File: src/rtl/fir_xifu_lsu_ctrl.sv
`default_nettype none
// +--------------------------------------------------------------------------+
// | fir_xifu_lsu_ctrl : in-order CV-X-IF load/store sequencer for FIR XIFU    |
// | Revision: 1.0                                                            |
// +--------------------------------------------------------------------------+
module fir_xifu_lsu_ctrl #(
  parameter int unsigned IdWidth        = 4,
  parameter int unsigned MaxOutstanding = 2
) (
  input  logic               clk_i,
  input  logic               rst_i,
  input  logic               clear_i,
  input  logic               req_valid_i,
  output logic               req_ready_o,
  input  logic               req_we_i,
  input  logic [31:0]        req_addr_i,
  input  logic [31:0]        req_wdata_i,
  input  logic [IdWidth-1:0] req_id_i,
  input  logic [4:0]         req_rd_i,
  output logic               mem_valid_o,
  input  logic               mem_ready_i,
  output logic [31:0]        mem_addr_o,
  output logic               mem_we_o,
  output logic [31:0]        mem_wdata_o,
  output logic [IdWidth-1:0] mem_id_o,
  output logic [3:0]         mem_be_o,
  output logic [2:0]         mem_size_o,
  output logic               mem_last_o,
  input  logic               mem_result_valid_i,
  input  logic [31:0]        mem_result_rdata_i,
  input  logic [IdWidth-1:0] mem_result_id_i,
  input  logic               mem_result_err_i,
  output logic               ld_valid_o,
  output logic [4:0]         ld_rd_o,
  output logic [31:0]        ld_data_o,
  output logic [IdWidth-1:0] ld_id_o,
  output logic               err_o,
  output logic [IdWidth-1:0] err_id_o,
  output logic               busy_o
);

  localparam int unsigned     PtrW    = (MaxOutstanding > 1) ? $clog2(MaxOutstanding) : 1;
  localparam int unsigned     CntW    = $clog2(MaxOutstanding + 1);
  localparam logic [CntW-1:0] MaxCnt  = CntW'(MaxOutstanding);
  localparam logic [PtrW-1:0] LastPtr = PtrW'(MaxOutstanding - 1);

  typedef enum logic [1:0] {
    IDLE  = 2'd0,
    ISSUE = 2'd1,
    FLUSH = 2'd2
  } state_e;

  typedef struct packed {
    logic [IdWidth-1:0] id;
    logic [4:0]         rd;
    logic               we;
  } entry_t;

  state_e             state_q, state_d;
  logic               clr_pend_q, clr_pend_d;
  logic               err_pend_q, err_pend_d;
  logic               we_q, we_d;
  logic [31:0]        addr_q, addr_d;
  logic [31:0]        wdata_q, wdata_d;
  logic [IdWidth-1:0] id_q, id_d;
  logic [4:0]         rd_q, rd_d;
  entry_t             fifo_q [MaxOutstanding];
  entry_t             fifo_d [MaxOutstanding];
  logic [PtrW-1:0]    wr_ptr_q, wr_ptr_d;
  logic [PtrW-1:0]    rd_ptr_q, rd_ptr_d;
  logic [CntW-1:0]    count_q, count_d;
  logic               ld_valid_q, ld_valid_d;
  logic [4:0]         ld_rd_q, ld_rd_d;
  logic [31:0]        ld_data_q, ld_data_d;
  logic [IdWidth-1:0] ld_id_q, ld_id_d;
  logic               err_q, err_d;
  logic [IdWidth-1:0] err_id_q, err_id_d;

  entry_t w_head;
  logic   w_empty, w_push, w_resp, w_spur, w_bad, w_err, w_accept, w_clr;

  function automatic logic [PtrW-1:0] ptr_inc(input logic [PtrW-1:0] p);
    return (p == LastPtr) ? '0 : p + 1'b1;
  endfunction

  assign w_head   = fifo_q[rd_ptr_q];
  assign w_empty  = (count_q == '0);
  assign w_push   = (state_q == ISSUE) && mem_ready_i;
  // A response during the handshake cycle always refers to the current head.
  assign w_resp   = mem_result_valid_i && !w_empty;
  assign w_spur   = mem_result_valid_i && w_empty;
  assign w_bad    = w_resp && (mem_result_err_i || (mem_result_id_i != w_head.id));
  assign w_err    = w_bad || w_spur;
  assign w_accept = req_valid_i && req_ready_o;
  assign w_clr    = (clear_i && (state_q != ISSUE)) || (w_push && (clear_i || clr_pend_q));

  assign req_ready_o = (state_q == IDLE) && (count_q < MaxCnt) && !clear_i;

  always_comb begin
    state_d    = state_q;
    clr_pend_d = clr_pend_q;
    err_pend_d = err_pend_q;
    we_d       = we_q;
    addr_d     = addr_q;
    wdata_d    = wdata_q;
    id_d       = id_q;
    rd_d       = rd_q;
    fifo_d     = fifo_q;
    wr_ptr_d   = wr_ptr_q;
    rd_ptr_d   = rd_ptr_q;
    count_d    = count_q;

    ld_valid_d = w_resp && !w_bad && !w_head.we;
    ld_rd_d    = ld_valid_d ? w_head.rd : '0;
    ld_data_d  = ld_valid_d ? mem_result_rdata_i : '0;
    ld_id_d    = ld_valid_d ? w_head.id : '0;
    err_d      = w_err;
    err_id_d   = w_spur ? mem_result_id_i : (w_bad ? w_head.id : '0);

    if (w_push) begin
      fifo_d[wr_ptr_q] = {id_q, rd_q, we_q};
      wr_ptr_d         = ptr_inc(wr_ptr_q);
    end
    if (w_resp) begin
      rd_ptr_d = ptr_inc(rd_ptr_q);
    end
    if (w_push && !w_resp) begin
      count_d = count_q + CntW'(1);
    end else if (!w_push && w_resp) begin
      count_d = count_q - CntW'(1);
    end

    unique case (state_q)
      IDLE: begin
        if (w_accept) begin
          we_d       = req_we_i;
          addr_d     = req_addr_i;
          wdata_d    = req_wdata_i;
          id_d       = req_id_i;
          rd_d       = req_rd_i;
          err_pend_d = w_err;
          state_d    = ISSUE;
        end else if (w_err) begin
          state_d = FLUSH;
        end
      end
      ISSUE: begin
        // The request cannot be retracted, so clear and error wait for the handshake.
        if (clear_i) clr_pend_d = 1'b1;
        if (w_err)   err_pend_d = 1'b1;
        if (mem_ready_i) begin
          state_d    = (err_pend_q || w_err) ? FLUSH : IDLE;
          err_pend_d = 1'b0;
        end
      end
      FLUSH: begin
        if (w_empty && !w_err) state_d = IDLE;
      end
      default: state_d = IDLE;
    endcase

    if (w_clr) begin
      state_d    = IDLE;
      clr_pend_d = 1'b0;
      err_pend_d = 1'b0;
      wr_ptr_d   = '0;
      rd_ptr_d   = '0;
      count_d    = '0;
      ld_valid_d = 1'b0;
      ld_rd_d    = '0;
      ld_data_d  = '0;
      ld_id_d    = '0;
      err_d      = 1'b0;
      err_id_d   = '0;
    end
  end

  always_ff @(posedge clk_i) begin
    if (rst_i) begin
      state_q    <= IDLE;
      clr_pend_q <= 1'b0;
      err_pend_q <= 1'b0;
      we_q       <= 1'b0;
      addr_q     <= '0;
      wdata_q    <= '0;
      id_q       <= '0;
      rd_q       <= '0;
      fifo_q     <= '{default: '0};
      wr_ptr_q   <= '0;
      rd_ptr_q   <= '0;
      count_q    <= '0;
      ld_valid_q <= 1'b0;
      ld_rd_q    <= '0;
      ld_data_q  <= '0;
      ld_id_q    <= '0;
      err_q      <= 1'b0;
      err_id_q   <= '0;
    end else begin
      state_q    <= state_d;
      clr_pend_q <= clr_pend_d;
      err_pend_q <= err_pend_d;
      we_q       <= we_d;
      addr_q     <= addr_d;
      wdata_q    <= wdata_d;
      id_q       <= id_d;
      rd_q       <= rd_d;
      fifo_q     <= fifo_d;
      wr_ptr_q   <= wr_ptr_d;
      rd_ptr_q   <= rd_ptr_d;
      count_q    <= count_d;
      ld_valid_q <= ld_valid_d;
      ld_rd_q    <= ld_rd_d;
      ld_data_q  <= ld_data_d;
      ld_id_q    <= ld_id_d;
      err_q      <= err_d;
      err_id_q   <= err_id_d;
    end
  end

  assign mem_valid_o = (state_q == ISSUE);
  assign mem_addr_o  = mem_valid_o ? addr_q : '0;
  assign mem_we_o    = mem_valid_o && we_q;
  assign mem_wdata_o = mem_valid_o ? wdata_q : '0;
  assign mem_id_o    = mem_valid_o ? id_q : '0;
  assign mem_be_o    = mem_valid_o ? 4'b1111 : 4'b0000;
  assign mem_size_o  = mem_valid_o ? 3'b010 : 3'b000;
  assign mem_last_o  = mem_valid_o;

  assign ld_valid_o = ld_valid_q;
  assign ld_rd_o    = ld_rd_q;
  assign ld_data_o  = ld_data_q;
  assign ld_id_o    = ld_id_q;
  assign err_o      = err_q;
  assign err_id_o   = err_id_q;
  assign busy_o     = (state_q != IDLE) || !w_empty;

endmodule
`default_nettype wire

File: config.mk
export PLATFORM = sky130hd
export DESIGN_NAME = fir_xifu_lsu_ctrl
export DESIGN_NICKNAME = d
export VERILOG_FILES = /design/src/rtl/fir_xifu_lsu_ctrl.sv
export SDC_FILE = /design/constraint.sdc
export NUM_CORES = 1
export LEC_CHECK = 0
export ABC_CLOCK_PERIOD_IN_PS = 4800
export CAP_MARGIN = 10
export CORE_MARGIN = 2
export CORE_UTILIZATION = 35
export DETAILED_ROUTE_END_ITERATION = 16
export PLACE_DENSITY = 0.68
export SYNTH_ARGS = -nofsm -noshare
export SYNTH_HDL_FRONTEND = slang
export SYNTH_SLANG_ARGS = --single-unit
File: constraint.sdc
create_clock -name clk_i -period 4.8 [get_ports clk_i]
set_input_delay 0.48 -clock clk_i [delete_from_list [all_inputs] [get_ports clk_i]]
set_output_delay 0.48 -clock clk_i [all_outputs]
set_load 0.02 [all_outputs]
==> results of run 1 <==
-- flip-flops by register name, summed over array words and instances, names as in the netlist, 2 cells and up --
register / cells
rd_q: 5
err_id_o: 4
ld_rd_o: 5
fifo_q: 20
ld_data_o: 32
id_q: 4
ld_id_o: 4
addr_q: 32
state_q: 2
wdata_q: 32
count_q: 2
-- kinds of logic (layout without fill, tap and decap cells) --
family,after synthesis,count (layout)
DFF,149,149
other,1,2
xor gates and xnor gates,7,7
adders and majority gates,1,1
AOI/OAI and AO/OA,116,116
muxes,11,11
buffers and inverters,56,282
and+or+nand+nor,346,346
-- worst register-to-register path, stage by stage, from the launching register on --
cell     delay (ps)
dfxtp_1         790
mux2i_1         440
xnor2_1         130
or4_4           550
nor4_4          260
buf_4           350
nor2b_1         210
-- through the flow --
step	std cells	hold WS, ps	utilization (%)	setup WS, ps
finish	1130	448	55.4	1470
detailed placement	1098	442	51.5	1710
global route	1130	464	55.4	1250
CTS	1130	451	55.4	1420
floorplan	688	432	-	2460
global placement	1098	437	51.5	1830
-- cell type report --
cell class	instances	area share [%]
Tap cell	216	3.07
Clock inverter	12	1.89
Inverter	3	0.128
Clock buffer	20	5.19
Multi-Input combinational cell	483	28.0
Timing Repair Buffer	247	27.9
Sequential cell	149	33.9
-- cell usage after synthesis (2+ instances only) --
cell	instances	area, um2
nor4_1	2	12.5
xor2_1	3	26.3
dfxtp_1	149	2980
or2_2	2	12.5
clkbuf_1	40	150
xnor2_1	4	35.0
nand2_1	200	751
nor2b_1	13	81.3
o21ai_0	2	10.0
buf_2	5	25.0
nor2_1	14	52.6
a21o_1	2	15.0
a21oi_1	105	526
and2_1	102	638
nor3_1	2	10.0
buf_4	8	60.1
inv_1	3	11.3
mux2i_1	9	90.1
or3_1	4	25.0
or3b_2	2	17.5
-- worst paths after layout --
path / end / slack, ps / cells past startpoint
max: mem_addr_o[17] / 1470 / 4
min: wdata_q[12] / 450 / 2
max reg2reg: ld_rd_o[1] / 2010 / 6
min reg2reg: wdata_q[12] / 450 / 2
-- layer usage --
metal | track usage (%) | wire, um | up-vias
li1 | - | - | 2611
met4 | 5.92 | 207 | 0
met3 | 8.95 | 1590 | 17
met2 | 28.1 | 7020 | 181
met5 | 0 | 0 | -
met1 | 21.2 | 6560 | 2255
-- where the power goes --
part	internal (W)	switching [W]	total [W]	leakage (nW)
logic	0.000131	0.000108	0.000239	1.69
clock network	0.000856	0.000538	0.00139	0.304
registers	0.00127	0.0000202	0.00129	1.21
==> report_table.html, run 1 <==
<table>
<tr><th>Metric</th><th>Value</th></tr>
<tr><th colspan="2">Run status</th></tr>
<tr><td>Result of the run</td><td>completed</td></tr>
<tr><th colspan="2">Cells and area</th></tr>
<tr><td>Antenna diode instance count</td><td>0</td></tr>
<tr><td>Most frequent standard cell in the layout excluding fill and tap cells</td><td>clkdlybuf4s50_1</td></tr>
<tr><td>Filler cell count in the final layout</td><td>1499</td></tr>
<tr><td>Post-layout nets</td><td>1019</td></tr>
<tr><td>Commonest cells after routing, fill and taps aside</td><td>240 x clkdlybuf4s50_1, 199 x nand2_1, 149 x dfxtp_1, 105 x a21oi_1, 101 x and2_1</td></tr>
<tr><td>Area growth from synthesis to layout</td><td>55.1%</td></tr>
<tr><td>Multi-input logic area</td><td>0.00246 mm2</td></tr>
<tr><td>Proportion of layout cells with a drive suffix above 1</td><td>5.36%</td></tr>
<tr><td>Post-route cell area</td><td>0.00880 mm2</td></tr>
<tr><td>Seq. cell area</td><td>0.00298 mm2</td></tr>
<tr><th colspan="2">Drt</th></tr>
<tr><td>Vias per inst</td><td>4.48</td></tr>
<tr><td>Violation count after the first detailed-routing iteration</td><td>155</td></tr>
<tr><td>DRC</td><td>0</td></tr>
<tr><td>Overall routed net length</td><td>15.4 mm</td></tr>
<tr><td>Drt first pass iters</td><td>4</td></tr>
<tr><td>Routed via count</td><td>5064</td></tr>
<tr><td>Routed length per instance</td><td>13.6 um</td></tr>
<tr><td>Number of nets still failing antenna checks after routing</td><td>0</td></tr>
<tr><th colspan="2">Synth</th></tr>
<tr><td>Count of state elements after synthesis</td><td>149</td></tr>
<tr><td>Synth Area in Compound Gates</td><td>10.6%</td></tr>
<tr><td>Dominant combinational cell family by area after synthesis</td><td>simple AND/OR/NAND/NOR gates</td></tr>
<tr><td>Fraction of registers with async set or reset after synthesis</td><td>0%</td></tr>
<tr><td>Synthesized-area fraction occupied by and/or/nand/nor cells</td><td>29.1%</td></tr>
<tr><td>Mux contribution to synthesized area</td><td>2.03%</td></tr>
<tr><td>Cell variety after synth</td><td>36</td></tr>
<tr><td>Xor/xnor cell area share of the yosys netlist</td><td>1.08%</td></tr>
<tr><td>Number of warnings printed during yosys synthesis</td><td>0</td></tr>
<tr><td>Number of synthesized flops with an enable pin</td><td>0</td></tr>
<tr><td>Post-synthesis cell count</td><td>687</td></tr>
<tr><td>Average footprint of a synthesized cell</td><td>8.26 um2</td></tr>
<tr><td>Main flop type after synthesis</td><td>dfxtp_1</td></tr>
<tr><td>Area share of fa/ha/maj cells after synthesis</td><td>0.220%</td></tr>
<tr><td>Mapped Area</td><td>0.00568 mm2</td></tr>
<tr><td>Sequential fraction of the synthesis area</td><td>52.5%</td></tr>
<tr><th colspan="2">Setup path</th></tr>
<tr><td>Critical Path RT</td><td>4320 ps</td></tr>
<tr><td>Critical Path Sink Type</td><td>primary output</td></tr>
<tr><td>Buf+Inv Stages, Crit Path</td><td>2</td></tr>
<tr><td>Start of the worst register-to-register path</td><td>rd_ptr_q</td></tr>
<tr><td>Cell with the largest stage delay on the worst path</td><td>nor2b_4</td></tr>
<tr><td>Gate family responsible for the most delay along the worst path</td><td>simple AND/OR/NAND/NOR gates</td></tr>
<tr><td>Peak per-stage delay on the critical path</td><td>820 ps</td></tr>
<tr><td>Worst-path fanout max</td><td>49</td></tr>
<tr><td>Arrival time reported for the critical path endpoint</td><td>2850 ps</td></tr>
<tr><td>CP startpoint kind</td><td>flop</td></tr>
<tr><td>Category of the critical setup timing path</td><td>reg2out</td></tr>
<tr><td>First element of the critical path</td><td>state_q[0]</td></tr>
<tr><td>Series of cell instances along the critical path</td><td>nor2b_4 &gt; buf_4 &gt; and2_1 &gt; clkdlybuf4s50_1</td></tr>
<tr><th colspan="2">Power</th></tr>
<tr><td>Areal power density over the cells</td><td>332 mW/mm2</td></tr>
<tr><td>Static leakage</td><td>3.21 nW</td></tr>
<tr><td>Total power</td><td>0.00292 W</td></tr>
<tr><td>VDD IR max</td><td>0.000246 V</td></tr>
<tr><th colspan="2">STA</th></tr>
<tr><td>Highest clock rate</td><td>300 MHz</td></tr>
<tr><td>Slew headroom</td><td>37.7%</td></tr>
<tr><td>RSZ-0062 raised after global routing</td><td>false</td></tr>
<tr><td>Layout Skew</td><td>8.48 ps</td></tr>
<tr><td>Setup violation total in the final timing report</td><td>0</td></tr>
<tr><td>Final Max Slew Viols</td><td>0</td></tr>
<tr><td>Transition time at the pin with the least slew margin</td><td>933 ps</td></tr>
<tr><td>Final Cycle Share</td><td>69.5%</td></tr>
<tr><td>Hold violation count in the final report</td><td>0</td></tr>
<tr><td>Post-layout min period</td><td>3330 ps</td></tr>
<tr><td>Sum of negative setup slack</td><td>0 ps</td></tr>
<tr><th colspan="2">Global routing</th></tr>
<tr><td>Initial antenna violation count</td><td>0</td></tr>
<tr><td>Overflow left after global routing</td><td>0</td></tr>
<tr><td>Via count of the first global-routing pass</td><td>4735</td></tr>
<tr><td>GRT Total Usage</td><td>17.8%</td></tr>
<tr><td>First-pass GRT wire length</td><td>24.7 mm</td></tr>
<tr><td>Maximum number of pins on one net before global-route repair</td><td>53</td></tr>
<tr><th colspan="2">Clock network</th></tr>
<tr><td>Clock Latency Late Sink</td><td>430 ps</td></tr>
<tr><td>Count of clock tree sinks</td><td>149</td></tr>
<tr><td>Buffers inserted during post-CTS setup optimization</td><td>0</td></tr>
<tr><td>Post-cts resize count</td><td>0</td></tr>
<tr><td>Clock slew at reported path FFs</td><td>60 ps</td></tr>
<tr><td>Clock tree root driver cell</td><td>clkbuf_16</td></tr>
<tr><td>CTS max path bufs</td><td>2</td></tr>
<tr><td>CTS Hold Bufs</td><td>0</td></tr>
<tr><td>Number of buffers added by the clock tree synthesis step</td><td>17</td></tr>
<tr><td>Level count of the clock H-tree</td><td>4</td></tr>
<tr><td>TritonCTS clock tree</td><td>built</td></tr>
<tr><th colspan="2">Floorplanning</th></tr>
<tr><td>Number of core rows</td><td>46</td></tr>
<tr><td>Die extent in y</td><td>131 um</td></tr>
<tr><td>Die area</td><td>0.0173 mm2</td></tr>
<tr><td>Core region area</td><td>0.0159 mm2</td></tr>
<tr><td>I/O pin cnt</td><td>244</td></tr>
<tr><td>Effective utilization at floorplan</td><td>35.7%</td></tr>
<tr><td>Width of the die</td><td>131 um</td></tr>
<tr><th colspan="2">Place</th></tr>
<tr><td>Placed wire-length estimate after detailed placement</td><td>10.4 mm</td></tr>
<tr><td>Routability-driven placement congestion ratio</td><td>0.807</td></tr>
<tr><td>PortBufs</td><td>241</td></tr>
<tr><td>Area of placed instances</td><td>0.00818 mm2</td></tr>
<tr><th colspan="2">Min path</th></tr>
<tr><td>Hold/Removal Path Class</td><td>reg2reg</td></tr>
<tr><td>Launch instance of the worst min-delay path</td><td>wdata_q[12]</td></tr>
<tr><th colspan="2">Flow run</th></tr>
<tr><td>Number of violations of the max-capacitance limit</td><td>0</td></tr>
</table>
No activity file was read; power rests on OpenSTA's default activity.
==> run 2: changes to the inputs <==
--- a/config.mk
+++ b/config.mk
@@ -5,7 +5,7 @@
 export SDC_FILE = /design/constraint.sdc
 export NUM_CORES = 1
 export LEC_CHECK = 0
-export ABC_CLOCK_PERIOD_IN_PS = 4800
+export ABC_CLOCK_PERIOD_IN_PS = 3300
 export CAP_MARGIN = 10
 export CORE_MARGIN = 2
 export CORE_UTILIZATION = 35
==> constraint.sdc (replaced) <==
create_clock -name clk_i -period 3.3 [get_ports clk_i]
set_input_delay 0.33 -clock clk_i [delete_from_list [all_inputs] [get_ports clk_i]]
set_output_delay 0.33 -clock clk_i [all_outputs]
set_load 0.02 [all_outputs]
==> report_table.html, run 2 (same netlist as run 1, synthesis figures left out) <==
<table>
<tr><th>Metric</th><th>Value</th></tr>
<tr><th colspan="2">Min path</th></tr>
<tr><td>Hold/Removal Path Class</td><td>in2reg (was reg2reg)</td></tr>
<tr><td>Number of cells traversed by the worst hold path</td><td>2 (unchanged)</td></tr>
<tr><td>Launch instance of the worst min-delay path</td><td>rst_i (was wdata_q[12])</td></tr>
<tr><th colspan="2">Place</th></tr>
<tr><td>PortBufs</td><td>241 (unchanged)</td></tr>
<tr><td>Total placed cells including tap cells</td><td>1098 (unchanged)</td></tr>
<tr><td>Placed wire-length estimate after detailed placement</td><td>10.6 mm (was 10.4 mm)</td></tr>
<tr><td>Routability-driven placement congestion ratio</td><td>0.763 (was 0.807)</td></tr>
<tr><th colspan="2">STA</th></tr>
<tr><td>Highest clock rate</td><td>359 MHz</td></tr>
<tr><td>Transition time at the pin with the least slew margin</td><td>702 ps (was 933 ps)</td></tr>
<tr><td>RSZ-0062 raised after global routing</td><td>false (unchanged)</td></tr>
<tr><td>Layout Skew</td><td>7.89 ps (was 8.48 ps)</td></tr>
<tr><td>Hold violation count in the final report</td><td>0 (unchanged)</td></tr>
<tr><td>Post-layout min period</td><td>2790 ps</td></tr>
<tr><td>Sum of negative setup slack</td><td>0 ps (unchanged)</td></tr>
<tr><td>Final Cycle Share</td><td>84.4%</td></tr>
<tr><td>Slew headroom</td><td>53.0% (was 37.7%)</td></tr>
<tr><td>Setup violation total in the final timing report</td><td>0 (unchanged)</td></tr>
<tr><td>Final Max Slew Viols</td><td>0 (unchanged)</td></tr>
<tr><th colspan="2">Power</th></tr>
<tr><td>Static leakage</td><td>3.17 nW (was 3.21 nW)</td></tr>
<tr><td>VDD IR max</td><td>0.000358 V (was 0.000246 V)</td></tr>
<tr><td>Areal power density over the cells</td><td>465 mW/mm2 (was 332 mW/mm2)</td></tr>
<tr><th colspan="2">Cells and area</th></tr>
<tr><td>Post-layout nets</td><td>1019 (unchanged)</td></tr>
<tr><td>Filler cell count in the final layout</td><td>1520 (was 1499)</td></tr>
<tr><td>Multi-input logic area</td><td>0.00246 mm2 (unchanged)</td></tr>
<tr><td>Seq. cell area</td><td>0.00298 mm2 (unchanged)</td></tr>
<tr><td>Proportion of layout cells with a drive suffix above 1</td><td>5.25% (was 5.36%)</td></tr>
<tr><td>Antenna diode instance count</td><td>0 (unchanged)</td></tr>
<tr><td>Cell Count, Final, Fillers Out</td><td>1130 (unchanged)</td></tr>
<tr><td>Most frequent standard cell in the layout excluding fill and tap cells</td><td>clkdlybuf4s50_1 (unchanged)</td></tr>
<tr><td>Area growth from synthesis to layout</td><td>54.8% (was 55.1%)</td></tr>
<tr><td>Commonest cells after routing, fill and taps aside</td><td>240 x clkdlybuf4s50_1, 199 x nand2_1, 149 x dfxtp_1, 105 x a21oi_1, 101 x and2_1 (unchanged)</td></tr>
<tr><th colspan="2">Clock network</th></tr>
<tr><td>TritonCTS clock tree</td><td>built (unchanged)</td></tr>
<tr><td>Clock Latency Late Sink</td><td>420 ps (was 430 ps)</td></tr>
<tr><td>CTS max path bufs</td><td>2 (unchanged)</td></tr>
<tr><td>CTS Hold Bufs</td><td>0 (unchanged)</td></tr>
<tr><td>Number of buffers added by the clock tree synthesis step</td><td>17 (unchanged)</td></tr>
<tr><td>Post-cts resize count</td><td>0 (unchanged)</td></tr>
<tr><td>Clock slew at reported path FFs</td><td>60 ps (about the same)</td></tr>
<tr><td>Buffers inserted during post-CTS setup optimization</td><td>0 (unchanged)</td></tr>
<tr><td>Level count of the clock H-tree</td><td>4 (unchanged)</td></tr>
<tr><td>Clock tree root driver cell</td><td>clkbuf_16 (unchanged)</td></tr>
<tr><td>Count of clock tree sinks</td><td>149 (unchanged)</td></tr>
<tr><th colspan="2">Drt</th></tr>
<tr><td>DRC</td><td>0 (unchanged)</td></tr>
<tr><td>Overall routed net length</td><td>15.5 mm (was 15.4 mm)</td></tr>
<tr><td>Routed length per instance</td><td>13.7 um (was 13.6 um)</td></tr>
<tr><td>Vias per inst</td><td>4.48 (about the same)</td></tr>
<tr><td>Routed via count</td><td>5063 (was 5064)</td></tr>
<tr><td>Number of nets still failing antenna checks after routing</td><td>0 (unchanged)</td></tr>
<tr><td>Violation count after the first detailed-routing iteration</td><td>151 (was 155)</td></tr>
<tr><td>Drt first pass iters</td><td>4 (unchanged)</td></tr>
<tr><th colspan="2">Global routing</th></tr>
<tr><td>Overflow left after global routing</td><td>0 (unchanged)</td></tr>
<tr><td>Initial antenna violation count</td><td>0 (unchanged)</td></tr>
<tr><td>First-pass GRT wire length</td><td>24.9 mm (was 24.7 mm)</td></tr>
<tr><td>GRT Total Usage</td><td>17.8% (about the same)</td></tr>
<tr><td>Via count of the first global-routing pass</td><td>4838 (was 4735)</td></tr>
<tr><td>Maximum number of pins on one net before global-route repair</td><td>66 (was 53)</td></tr>
<tr><th colspan="2">Setup path</th></tr>
<tr><td>CP startpoint kind</td><td>flop (unchanged)</td></tr>
<tr><td>Start of the worst register-to-register path</td><td>rd_ptr_q (unchanged)</td></tr>
<tr><td>Arrival time reported for the critical path endpoint</td><td>2460 ps (was 2850 ps)</td></tr>
<tr><td>Critical Path RT</td><td>2970 ps (was 4320 ps)</td></tr>
<tr><td>First element of the critical path</td><td>state_q[0] (unchanged)</td></tr>
<tr><td>Critical Path Sink Type</td><td>primary output (unchanged)</td></tr>
<tr><td>Worst-path fanout max</td><td>65 (was 49)</td></tr>
<tr><td>Logic depth of the worst register-to-register path</td><td>7 (was 6)</td></tr>
<tr><td>Category of the critical setup timing path</td><td>reg2out (unchanged)</td></tr>
<tr><th colspan="2">Floorplanning</th></tr>
<tr><td>I/O pin cnt</td><td>244 (unchanged)</td></tr>
<tr><td>Number of core rows</td><td>46 (unchanged)</td></tr>
<tr><td>Die area</td><td>0.0173 mm2 (unchanged)</td></tr>
<tr><td>Die extent in y</td><td>131 um (unchanged)</td></tr>
<tr><td>Width of the die</td><td>131 um (unchanged)</td></tr>
<tr><td>Core region area</td><td>0.0159 mm2 (unchanged)</td></tr>
<tr><td>Effective utilization at floorplan</td><td>35.7% (unchanged)</td></tr>
<tr><th colspan="2">Run status</th></tr>
<tr><td>Result of the run</td><td>completed (unchanged)</td></tr>
<tr><th colspan="2">Flow run</th></tr>
<tr><td>Number of violations of the max-capacitance limit</td><td>0 (unchanged)</td></tr>
</table>
[run 2: changes by cell type in the layout (fill, tap and decap cells not counted)]
cell	delta
clkbuf_1	+1
clkinv_2	-1
bufinv_16	-2
inv_6	-1
clkbuf_8	-1
buf_12	+3
clkinvlp_4	+5
buf_4	-3
clkinv_4	-1
[run 2: area by class of cell]
cell class / instances / share of cell area [%]
clock buffer: 20 / 5.08
clock inverter: 12 / 1.38
inverter: 3 / 0.128
multi-input combinational: 483 / 28.0
sequential: 149 / 33.9
tap: 216 / 3.08
timing repair buffer: 247 / 28.4
[run 2: report_power, final]
part           internal (W)  switching [W]  total, W
Combinational      0.000195       0.000161  0.000356
Sequential          0.00185      0.0000265   0.00188
Clock               0.00107       0.000785   0.00186
Total               0.00311       0.000972   0.00409
[run 2: metal layers]
| layer | track usage [%] | vias up | part of all wire [%] |
|---|---|---|---|
| met5 | 0 | - | 0 |
| met4 | 5.43 | 0 | 1.0 |
| met3 | 8.41 | 16 | 9.9 |
| met2 | 28.9 | 183 | 46 |
| met1 | 20.9 | 2258 | 43 |
| li1 | - | 2606 | - |
[run 2: final timing paths]
path / slack [ps] / end
min: 390 / fifo_q[18]
min reg2reg: 450 / addr_q[20]
max: 510 / mem_addr_o[8]
max reg2reg: 850 / ld_data_o[25]
[run 2: critical path, stage by stage (launching register included)]
cell	delay, ps
dfxtp_1	460
nor2b_4	460
buf_12	280
and2_1	180
clkdlybuf4s50_1	620
[run 2: metrics by stage]
stage	setup WS [ps]	power [W]	hold WS, ps	area [um2]	utilization [%]
after floorplan	967	0.00207	432	5680	-
after global placement	874	0.00227	437	8220	51.7
after detailed placement	814	0.00227	442	8220	51.7
after CTS	468	0.00414	383	8790	55.3
after global routing	354	0.00425	406	8790	55.3
final	514	0.00409	386	8790	55.3
